==> src/rtl/instr_fetch.sv <==
// Instruction fetch unit: IDLE/RUN/DONE sequencer that owns the PC, presents
// the zero-latency instruction stream and counts RUN cycles for the program.
module instr_fetch #(
  parameter int unsigned PCW     = 10,
  parameter int unsigned IW      = 9,
  parameter logic [3:0]  HALT_OP = 4'b1011
) (
  input  logic           clk,
  input  logic           reset_n,
  input  logic           start,
  input  logic [PCW-1:0] start_addr,
  output logic [PCW-1:0] imem_addr,
  input  logic [IW-1:0]  imem_data,
  output logic [IW-1:0]  instr,
  output logic [3:0]     opcode,
  output logic           instr_valid,
  input  logic           uncd_jmp,
  input  logic           jtype,
  input  logic           cond_taken,
  input  logic [PCW-1:0] jmp_target,
  output logic           done,
  output logic [15:0]    cycle_count
);

  typedef enum logic [1:0] {
    IDLE,
    RUN,
    DONE
  } state_t;

  state_t         state;
  logic [PCW-1:0] pc;
  logic           halt;
  logic           take_jump;

  assign imem_addr   = pc;
  assign instr       = imem_data;
  assign opcode      = imem_data[IW-1:IW-4];
  assign instr_valid = (state == RUN);
  assign halt        = (opcode == HALT_OP);
  assign take_jump   = jtype && (uncd_jmp || cond_taken);

  always_ff @(posedge clk or negedge reset_n) begin
    if (!reset_n) begin
      state       <= IDLE;
      pc          <= '0;
      done        <= 1'b0;
      cycle_count <= '0;
    end else begin
      case (state)
        IDLE, DONE: begin
          if (start) begin
            state       <= RUN;
            pc          <= start_addr;
            cycle_count <= '0;
            done        <= 1'b0;
          end
        end
        RUN: begin
          // The halt cycle is counted too; the count saturates rather than wraps.
          if (cycle_count != '1) cycle_count <= cycle_count + 16'd1;
          if (halt) begin
            state <= DONE;
            done  <= 1'b1;
          end else if (take_jump) begin
            pc <= jmp_target;
          end else begin
            pc <= pc + PCW'(1);
          end
        end
        default: begin
          state <= IDLE;
          done  <= 1'b0;
        end
      endcase
    end
  end

endmodule
==> config.mk <==
export PLATFORM = sky130hd
export DESIGN_NAME = instr_fetch
export DESIGN_NICKNAME = d
export VERILOG_FILES = /design/src/rtl/instr_fetch.sv
export SDC_FILE = /design/constraint.sdc
export NUM_CORES = 1
export LEC_CHECK = 0
export BUFFER_PORTS_ARGS = -buffer_cell sky130_fd_sc_hd__buf_2
export CAP_MARGIN = 5
export CORE_UTILIZATION = 44
export DETAILED_ROUTE_END_ITERATION = 10
export PLACE_DENSITY = 0.76
export SLEW_MARGIN = 30
export SYNTH_ARGS = -nofsm -noshare
export SYNTH_HDL_FRONTEND = slang
export SYNTH_SLANG_ARGS = --single-unit
==> constraint.sdc <==
create_clock -name clk -period 1.8 [get_ports clk]
set_input_delay 0.18 -clock clk [delete_from_list [all_inputs] [get_ports clk]]
set_output_delay 0.18 -clock clk [all_outputs]
set_load 0.01 [all_outputs]
# Word level (Yosys, flattened, before mapping)
# Cells that the tools add are included.
# word_totals
register_bits,29
inputBits,35
output_inout_bits,41
word_cells,35
# op_classes
add_sub_neg,2
n_eq_ne,8
mux,13
n_reduce_logical,8
# ops
op,count
$mux W16,2
$pmux W16 S2,1
$mux W10,3
$pmux W10 S2,1
$add A16 B1 Y16 const B,1
$ne A16 B16 Y1 const B,1
$add A10 B1 Y10 const B,1
$reduce_and A3 Y1,2
$eq A4 B4 Y1 const B,1
$mux W2,2
$ne A2 B1 Y1 const B,2
$ne A2 B2 Y1 const B,2
$pmux W2 S2,1
$eq A2 B1 Y1 const B,1
$eq A2 B2 Y1 const B,1
$logic_not A2 Y1,1
$mux W1,2
$pmux W1 S2,1
$reduce_and A2 Y1,1
$reduce_bool A2 Y1,1
$reduce_or A2 Y1,1
$logic_and A1 B1 Y1,1
$logic_or A1 B1 Y1,1

# Logic depth before layout (Yosys ltp)
# Gate-level depths: netlist of run 1.
# depth
depth_word,5
ltp_mapped,7
mapped_depth_nobuf,6

# Least setup slack after synthesis of run 1
# OpenSTA, ideal clock, no wires.
# synth_path
kind,register -> register
from,register cycle_count[0]
to,register cycle_count[0]
arrival_ps,1689
slack_ps,-14
path_stages_with_launch,7
period_less_slack_ps,1814
cell_sequence,dfrtp_1 ha_1 nand3_1 nor4b_4 buf_6 a21oi_1 mux2_2
# synth_via
elab_chain_cells,3
# synth_lines
element,line,source
"start, declared",22,output logic [15:0] cycle_count
"start signal, assigned",61,if (cycle_count != '1) cycle_count <= cycle_count + 16'd1;
$add A16 B1 Y16 / $ne A16 B16 Y1 (equally long branches),61,
$mux W16 / $ne A2 B1 Y1 (equally long branches),-,
$pmux W16 S2 / $reduce_and A3 Y1 (equally long branches),-,
# Parallel ways exist; a longest one is shown, timed or not. The select of a mux whose other input is x is not followed.
# A chain may end at the register's enable or synchronous reset.

# Worst setup path after layout of run 1
# layout_path
from,register cycle_count[0]
to,register cycle_count[13]
# Same word-level chain as after synthesis.

==> results of run 1 <==
[registers in the layout, summed over array words and instances, names as in the netlist]
signal,flops
imem_addr,10
state,2
cycle_count,16
[routing by layer]
layer  routed length (microns)  global-route usage, %  vias up
met5                         0                      0        -
met3                       202                   2.83       11
met1                      2210                   29.1      880
met2                      2250                   36.6       57
li1                          -                      -      900
met4                        93                   9.90        0
[cells in the mapped netlist (all sizes together) (2+ instances only)]
library cell,n
nor3,2
clkbuf,4
a21oi,17
ha,2
buf,20
nand3,6
a31oi,3
nor4b,2
o21ai,8
nand4b,2
a2111oi,2
a211o,2
and2,5
o31ai,2
a41oi,2
mux2i,8
nand3b,2
and4,3
nand2,26
nor2b,2
xor2,2
a22o,4
a211oi,4
nand4,4
nor2,8
or2b,5
o211ai,4
inv,3
dfrtp,28
a21o,3
nand2b,4
and3,4
or3,2
[timing repair]
item	4_1_cts	5_1_grt
resized for setup	0	4
buffers inserted	0	0
setup endpoints to repair	0	14
hold endpoints to repair	28	0
hold buffers	1	0
[power by group]
group          switching, uW  internal [uW]
logic                    806            684
clock network            205            298
registers                210            808
[how the worst min path moves through the flow]
stage | from | to | slack, ps | depth (start not counted)
final | start_addr[2] | imem_addr[2] | 150 | 3
after global routing | start_addr[2] | imem_addr[2] | 160 | 3
after CTS | start_addr[2] | imem_addr[2] | 140 | 3
after detailed placement | reset_n | imem_addr[8] | 250 | 1
after global placement | reset_n | imem_addr[8] | 230 | 1
after floorplan | reset_n | cycle_count[0] | -120 | 0
[layout make-up]
cell class / count / share of cell area (%)
Multi-Input combinational cell: 157 / 45.1
Sequential cell: 28 / 29.8
Timing Repair Buffer: 81 / 19.0
Tap cell: 50 / 2.66
Clock buffer: 3 / 1.75
Clock inverter: 1 / 1.28
Inverter: 3 / 0.478
[worst max-delay path: stages, from the launching register on]
cell       delay, ps
dfrtp_1          370
buf_4            120
and3_1           240
nand4_1          150
a2111oi_0        520
mux2i_1          230
[logic make-up after synthesis]
| kind of cell | count (synthesis) | share of synthesized area, % |
|---|---|---|
| simple gates | 80 | 24.1 |
| compound gates | 63 | 23.1 |
| flops | 28 | 36.5 |
| buf+inv | 27 | 8.93 |
| mux | 9 | 4.76 |
| xor+xnor | 3 | 1.37 |
| fa+ha+maj | 2 | 1.30 |
[through the flow]
step	area [sq um]	utilization (%)	setup TNS, ps	hold WS (ps)	power, uW
after floorplan	1920	-	0	-116	1990
after global placement	2260	55.3	0	234	2460
after detailed placement	2260	55.3	0	248	2500
after CTS	2340	57.3	0	140	3010
after global routing	2350	57.6	-88.9	157	3250
final	2350	57.6	0	150	3010
==> run metrics, run 1 <==
status completed; CP Class reg2reg; Final nets between 300 and 400; final slew viol count 0; Buffers on Ports 65; Leak Pwr around 0.0011 uW; Total GRT Usage about 22%; crit share post-route 95.5%; CP startpoint cycle_count[0]; Clock Tree Root clkbuf_8; largest cells by area after synthesis dfrtp_1 (37%), buf_4 (5.1%), nand2_1 (5.1%); flop2flop setup slack between 80 and 90 ps; dpl ws around 76 ps; hpwl dp between 3000 and 4000 microns; Synth Instances roughly 210; clock sinks 28; Pwr Density approximately 1300 nW/um^2; die width just under 70 microns; CTS H-tree depth 1; CTS tree built; Reg area 701 sq um; fmax 582 MHz; Tightest Hold Check Type in2reg; Die Y between 60 and 70 microns; Slew HR 57.3%; Max Cap Viol 0; most frequent cells in the layout buf_2 (65), dfrtp_1 (28), nand2_1 (26), a21oi_1 (15), buf_4 (15); worst-skew pair later-pin latency 280 ps; Worst EP required 2000 ps; Startpoint Class register; GP Congestion ~0.84; Initial DRC Count 103; Top FF cell, synth dfrtp_1; # fillers about 370; post-synth top area share a little over a third; flop and latch count out of synthesis 28; total gr overflow 0; Cells after DPL approximately 320; DIE AREA 4630 sq um; setup ws final about 80 ps; final cell count without fillers 323; Fin Clk Skew 11.6 ps; commonest non-fill, non-tap cell in the layout buf_2; Mean Syn Cell Area ~9.1 sq um; via count roughly 1.8k; largest area contributor in the netlist dfrtp_1; R2R depth 5; vias per cell 5.72; Initial Utilization approximately 47%; Finish-stage setup viols 0; pin count of the biggest net entering global routing 29; core area about 4100 sq um; Critical Path Sink cycle_count[13]; Worst Path Arrival 1920 ps; unrepaired setup endpoints after global routing yes; capture point of the worst reg-to-reg path cycle_count[13]; Final Hold Fails 0; per-cell routed wire length roughly 15 microns; post-synth cell types 58; first-pass GRT wire length approximately 7800 microns; CTS buffer count 3; Post-Syn Nets approximately 250; # rows 23; Pre-Repair DR Iteration Count 5; clk slew on worst S/H paths roughly 100 ps; vias in the first global route approximately 1.7k; synthesized area about 1900 sq um; proportion of layout cells with a drive suffix above 1 between 30% and 40%; multi-input logic area approximately 1100 sq um; Ys Warns 0; Routed Antenna Nets 0; minimum clock period approximately 1700 ps; DRC 0; launch point of the worst reg-to-reg path cycle_count[0]; initial antenna violation count 0; Async SR Flop Fraction 100%; Post-synth EDFFs 0; synthesis-to-layout area growth 22.7%; worst vdd ir roughly 0.71 mV; part of the Yosys area used for sequential elements approximately 37%; drt total wl approximately 4800 microns; CP max FO 4; Ant. Diodes 0; crit end category register; Least-Margin Pin Slew about 640 ps; IO Count 76; Max Root-Sink Buffers 2
Power figures use the tool's default switching activity.
==> run 2, diff against run 1 <==
--- a/config.mk
+++ b/config.mk
@@ -7,9 +7,11 @@
 export LEC_CHECK = 0
 export BUFFER_PORTS_ARGS = -buffer_cell sky130_fd_sc_hd__buf_2
 export CAP_MARGIN = 5
-export CORE_UTILIZATION = 44
+export CELL_PAD_IN_SITES_DETAIL_PLACEMENT = 1
+export CELL_PAD_IN_SITES_GLOBAL_PLACEMENT = 1
+export CORE_UTILIZATION = 32
 export DETAILED_ROUTE_END_ITERATION = 10
-export PLACE_DENSITY = 0.76
+export PLACE_DENSITY_LB_ADDON = 0.1
 export SLEW_MARGIN = 30
 export SYNTH_ARGS = -nofsm -noshare
 export SYNTH_HDL_FRONTEND = slang
==> run 2 against run 1 <==
  * Count of clock-buffer cells in the layout unchanged
  * Via count rose by 2.9%
  * Routed wire length up 16%
  * Fmax decreased by 3.5%
  * Final area increased by 4.4%
  * Largest cell class unchanged
==> run metrics, run 2 (synthesis gave the netlist of run 1 again) <==
setup tns final 0 ps (unchanged); Initial Utilization 34.0% (-13 points); Fin Clk Skew 9.34 ps (-2.21 ps); most frequent cells in the layout buf_2 (65), dfrtp_1 (27), nand2_1 (26), buf_4 (25), a21oi_1 (16); Slowest Stage Delay on Critical Path 460 ps (-60 ps); vias in the first global route 1864 (+8.2%); clock sinks 28 (unchanged); Max Cap Viol 0 (unchanged); Final nets 321 (+3.2%); Tightest Hold Check Type in2reg; Pre-Repair DR Iteration Count 4 (-1); status completed; pin count of the biggest net entering global routing 29 (unchanged); Max stage delay cell, worst path nor4b_4; drt total wl 5520 microns (+16%); Clock Tree Root clkbuf_8; via count 1901 (+2.9%); CP Cell Sequence nand4_1, nor4b_4, buf_4, a21oi_1, mux2_2; commonest non-fill, non-tap cell in the layout buf_2; unrepaired setup endpoints after global routing yes; Cells after DPL 347 (+9.1%); Startpoint Class register; first-pass GRT wire length 9200 microns (+18%); largest reg by FF count cycle_count; worst-skew pair later-pin latency 280 ps (about the same); CTS H-tree depth 1 (unchanged); Initial DRC Count 49 (-52%); CP Class reg2reg; CP max FO 7 (+3); die width 79.4 microns (+17%); minimum clock period 1780 ps (+61.4 ps); vias per cell 5.35 (-6.4%); final slew viol count 0 (unchanged); worst vdd ir 0.552 mV (-22%); Final Hold Fails 0 (unchanged); Least-Margin Pin Slew 648 ps (+6.62 ps); per-cell routed wire length 15.5 microns (+5.7%); Ant. Diodes 0 (unchanged); crit share post-route 98.9% (+3.4 points); crit end category register; Die Y 79.4 microns (+17%); final cell count without fillers 355 (+9.9%); Total GRT Usage 18.6% (-3.7 points); hpwl dp 4240 microns (+20%); Worst Path Arrival 1960 ps (+40 ps); Max Root-Sink Buffers 2 (unchanged); Buf/Inv on CP 1 (unchanged); IO Count 76 (unchanged); GP Congestion 0.759 (-9.7%); synthesis-to-layout area growth 28.1%; CP delay by family, top simple AND/OR/NAND/NOR gates; Routed Antenna Nets 0 (unchanged); DIE AREA 6310 sq um (+36%); Slew HR 56.8% (-0.44 points); Pwr Density 1270 nW/um^2 (-0.84%); Buffers on Ports 65 (unchanged); initial antenna violation count 0 (unchanged); # rows 27 (+17%); # fillers 698 (+87%); total gr overflow 0 (unchanged); Leak Pwr 0.00119 uW (+4.3%); proportion of layout cells with a drive suffix above 1 37.5% (+2.7 points); core area 5640 sq um (+38%); CTS tree built; fmax 562 MHz (-3.5%); DRC 0 (unchanged); clk slew on worst S/H paths 100 ps (about the same); WHS 143 ps (-6.90 ps); max reg flops 16 (unchanged); Worst EP required 1980 ps (-20 ps); CTS buffer count 3 (unchanged); Finish-stage setup viols 0 (unchanged)
run 2: worst paths after layout:
check / from / endpoint / slack [ps] / depth (start not counted)
worst max-delay path: cycle_count[9] / cycle_count[0] / 20 / 5
worst min-delay path: start_addr[2] / imem_addr[2] / 140 / 3
worst max register to register: cycle_count[9] / cycle_count[0] / 20 / 5
worst min register to register: imem_addr[9] / imem_addr[9] / 530 / 1
max in group asynchronous: reset_n / cycle_count[7] / 900 / 2
min in group asynchronous: reset_n / imem_addr[3] / 450 / 2
run 2: area by class of cell:
class                      instances  area [sq um]  share of cell area (%)
sequential                        28           702                    28.5
inverter                           3          11.3                   0.458
tap                               72          90.1                    3.66
timing repair buffer              91           523                    21.3
multi-input combinational        157          1060                    43.2
clock inverter                     1          30.0                    1.22
clock buffer                       3          41.3                    1.68
run 2: stage by stage:
step | setup slack, ps | cell area, sq um | utilization [%] | total power (uW)
4_1_cts | 1.64 | 2430 | 43.0 | 3130
6_report | 20.0 | 2460 | 43.6 | 3120
5_1_grt | -64.7 | 2460 | 43.6 | 3360
3_3_place_gp | -131 | 2340 | 41.5 | 2580
2_1_floorplan | 9.48 | 1920 | - | 1990
3_5_place_dp | -92.8 | 2340 | 41.5 | 2610
run 2: power breakdown:
group / leakage, uW / internal, uW / total [uW] / switching [uW]
Combinational: 0.000799 / 741 / 1600 / 858
Clock: 0.0000357 / 298 / 504 / 206
Sequential: 0.000359 / 808 / 1010 / 205
run 2: repair_timing:
action                                  CTS  global route
hold buffers                              1             0
endpoints found under the hold margin    28             0
gates resized for setup                   3             3
pin swaps                                 0             5
buffers inserted                          0             3
endpoints found under the setup margin    3             9
run 2: worst register-to-register path: cells and delay by family (launching register included):
family | cells | cell delay, ps
muxes | 1 | 260
and+or+nand+nor | 2 | 680
DFF | 1 | 430
buffers and inverters | 1 | 220
AOI/OAI and AO/OA | 1 | 90
run 2: routing by layer:
layer  part of all wire (%)  vias to the layer above  GRT usage, %  routed length, microns
met5                      0                        -             0                       0
met4                   0.42                        0          2.91                      23
met3                    5.0                        2          3.09                     277
met2                     46                       51          30.3                    2520
met1                     49                      933          26.0                    2700
li1                       -                      915             -                       -
==> run 3, diff against run 2 <==
--- a/config.mk
+++ b/config.mk
@@ -11,6 +11,7 @@
 export CELL_PAD_IN_SITES_GLOBAL_PLACEMENT = 1
 export CORE_UTILIZATION = 32
 export DETAILED_ROUTE_END_ITERATION = 10
+export HOLD_SLACK_MARGIN = 0.15
 export PLACE_DENSITY_LB_ADDON = 0.1
 export SLEW_MARGIN = 30
 export SYNTH_ARGS = -nofsm -noshare
==> run 3 against run 2 <==
  * Flip-flop and latch count unchanged
  * Core utilization is 0.18 points higher
  * Non-clock buffer count increased by 1
  * Cell count is 0.28% higher
  * Register-to-register slack hardly changed
  * Sequential power about the same
  * Count of clock-buffer cells in the layout unchanged
==> run metrics, run 3 (synthesis gave the netlist of run 1 again) <==
largest reg by FF count cycle_count; R2R depth 5 (unchanged); CP Class reg2reg; Final nets 322 (+0.31%); max reg flops 16 (unchanged); CTS tree built; Slowest Stage Delay on Critical Path 460 ps (about the same); Tightest Hold Check Type in2reg; CP startpoint cycle_count[9]; CP delay by family, top simple AND/OR/NAND/NOR gates; Pwr Density 1260 nW/um^2 (-0.32%); Switching Share 40.7% (about the same); launch point of the worst reg-to-reg path cycle_count[9]; status completed; # fillers 697 (-0.14%); final slew viol count 0 (unchanged); hold path startpoint start_addr[6]; NetSw 1270 uW (+0.11%); Total GRT Usage 18.6% (+0.024 points); Die Y 79.4 microns (unchanged); Worst EP required 1980 ps (about the same); Ant. Diodes 0 (unchanged); setup tns final 0 ps (unchanged); CTS buffer count 3 (unchanged); DRC 0 (unchanged); Least-Margin Pin Slew 648 ps (+0.0409 ps); CP Cell Sequence nand4_1, nor4b_4, buf_4, a21oi_1, mux2_2; Worst Path Arrival 1960 ps (about the same); pin count of the biggest net entering global routing 29 (unchanged); GP Congestion 0.759 (unchanged); Logic pwr share 51.3% (about the same); vias in the first global route 1865 (+0.054%); unrepaired setup endpoints after global routing yes; Finish-stage setup viols 0 (unchanged); Clock Tree Root clkbuf_8; Buf/Inv on CP 1 (unchanged); Initial Utilization 34.0% (unchanged); Startpoint Class register; Initial DRC Count 57 (+16%); vias per cell 5.36 (about the same); crit share post-route 98.9% (about the same); IO Count 76 (unchanged); hold worst-path end imem_addr[6]; commonest non-fill, non-tap cell in the layout buf_2; Max Root-Sink Buffers 2 (unchanged); Routed Antenna Nets 0 (unchanged); multi-input logic area 1060 sq um (unchanged); first-pass GRT wire length 9210 microns (+0.15%); sequential share of power 32.5% (about the same); Final Hold Fails 0 (unchanged); die width 79.4 microns (unchanged); final cell count without fillers 356 (+0.28%); clock power share 16.2% (about the same); Reg area 702 sq um (unchanged); hpwl dp 4240 microns (unchanged); core area 5640 sq um (unchanged); fmax 562 MHz (about the same); Leak Pwr 0.00120 uW (+0.35%); most frequent cells in the layout buf_2 (65), dfrtp_1 (27), nand2_1 (26), buf_4 (25), a21oi_1 (16); Fin Clk Skew 9.41 ps (+0.0686 ps); crit end category register; total gr overflow 0 (unchanged); synthesis-to-layout area growth 28.6%; P_int 1850 uW (about the same); Pre-Repair DR Iteration Count 4 (unchanged); clock sinks 28 (unchanged); worst vdd ir 0.552 mV (about the same); DIE AREA 6310 sq um (unchanged); CP max FO 7 (unchanged); Max stage delay cell, worst path nor4b_4; clk slew on worst S/H paths 100 ps (about the same); Slew HR 56.8% (about the same); Buffers on Ports 65 (unchanged); DP Area 2340 sq um (unchanged); proportion of layout cells with a drive suffix above 1 37.3% (-0.13 points); via count 1908 (+0.37%); post-route cell area 2470 sq um (+0.41%); Cells after DPL 347 (unchanged); Min-Delay Path Depth 3 (unchanged); CTS H-tree depth 1 (unchanged); drt total wl 5520 microns (about the same); minimum clock period 1780 ps (-0.113 ps); per-cell routed wire length 15.5 microns (-0.19%); capture point of the worst reg-to-reg path cycle_count[0]; Max Cap Viol 0 (unchanged); # rows 27 (unchanged); worst-skew pair later-pin latency 280 ps (about the same); flop2flop setup slack 20 ps (about the same); initial antenna violation count 0 (unchanged)
[run 3: changes by cell type in the layout (fill, tap and decap cells not counted)]
cell,before,now
dlygate4sd3_1,1,2
[run 3: per-layer routing]
metal	vias to the layer above	global-route usage, %	part of all wire (%)
met2	49	30.3	46
met4	0	2.91	0.42
met1	940	26.0	49
met5	-	0	0
li1	917	-	-
met3	2	3.09	4.7
[run 3: cell type report]
cell class                 count  share of cell area, %
clock buffer                   3                   1.67
clock inverter                 1                   1.22
inverter                       3                  0.456
multi-input combinational    157                   43.0
sequential                    28                   28.4
tap                           72                   3.65
timing repair buffer          92                   21.6
[run 3: worst max-delay path by stage]
| stage | to | depth (start not counted) |
|---|---|---|
| 2_1_floorplan | cycle_count[0] | 6 |
| 5_1_grt | cycle_count[0] | 5 |
| 6_report | cycle_count[0] | 5 |
| 3_3_place_gp | cycle_count[13] | 4 |
| 3_5_place_dp | cycle_count[13] | 4 |
| 4_1_cts | cycle_count[13] | 5 |
[run 3: timing repair]
| item | CTS | global route |
|---|---|---|
| pin swaps | 0 | 5 |
| hold buffers | 2 | 0 |
| endpoints found under the hold margin | 29 | 0 |
| endpoints found under the setup margin | 3 | 9 |
| resized for setup | 3 | 3 |
| buffers inserted | 0 | 3 |
| cloned | 0 | 0 |
[run 3: power groups by stage]
| stage | sequential [uW] | clock (uW) | combinational [uW] |
|---|---|---|---|
| 2_1_floorplan | 1070 | 0 | 925 |
| 5_1_grt | 1050 | 547 | 1770 |
| 3_3_place_gp | 1020 | 0 | 1560 |
| 3_5_place_dp | 1020 | 0 | 1590 |
| 4_1_cts | 1010 | 523 | 1600 |
| 6_report | 1010 | 504 | 1600 |
[run 3: worst min-delay path: cells and delay by family]
family / cells / cell delay (ps)
AO/OA/AOI/OAI: 2 / 180
buffers and inverters: 1 / 80
[run 3: metrics by stage]
stage / hold slack, ps / setup WS [ps] / util [%] / total power (uW)
2_1_floorplan: -116 / 9.48 / - / 1990
5_1_grt: 181 / -64.7 / 43.8 / 3360
3_5_place_dp: 259 / -92.8 / 41.5 / 2610
3_3_place_gp: 256 / -131 / 41.5 / 2580
6_report: 194 / 20.2 / 43.8 / 3120
4_1_cts: 191 / 1.64 / 43.2 / 3130
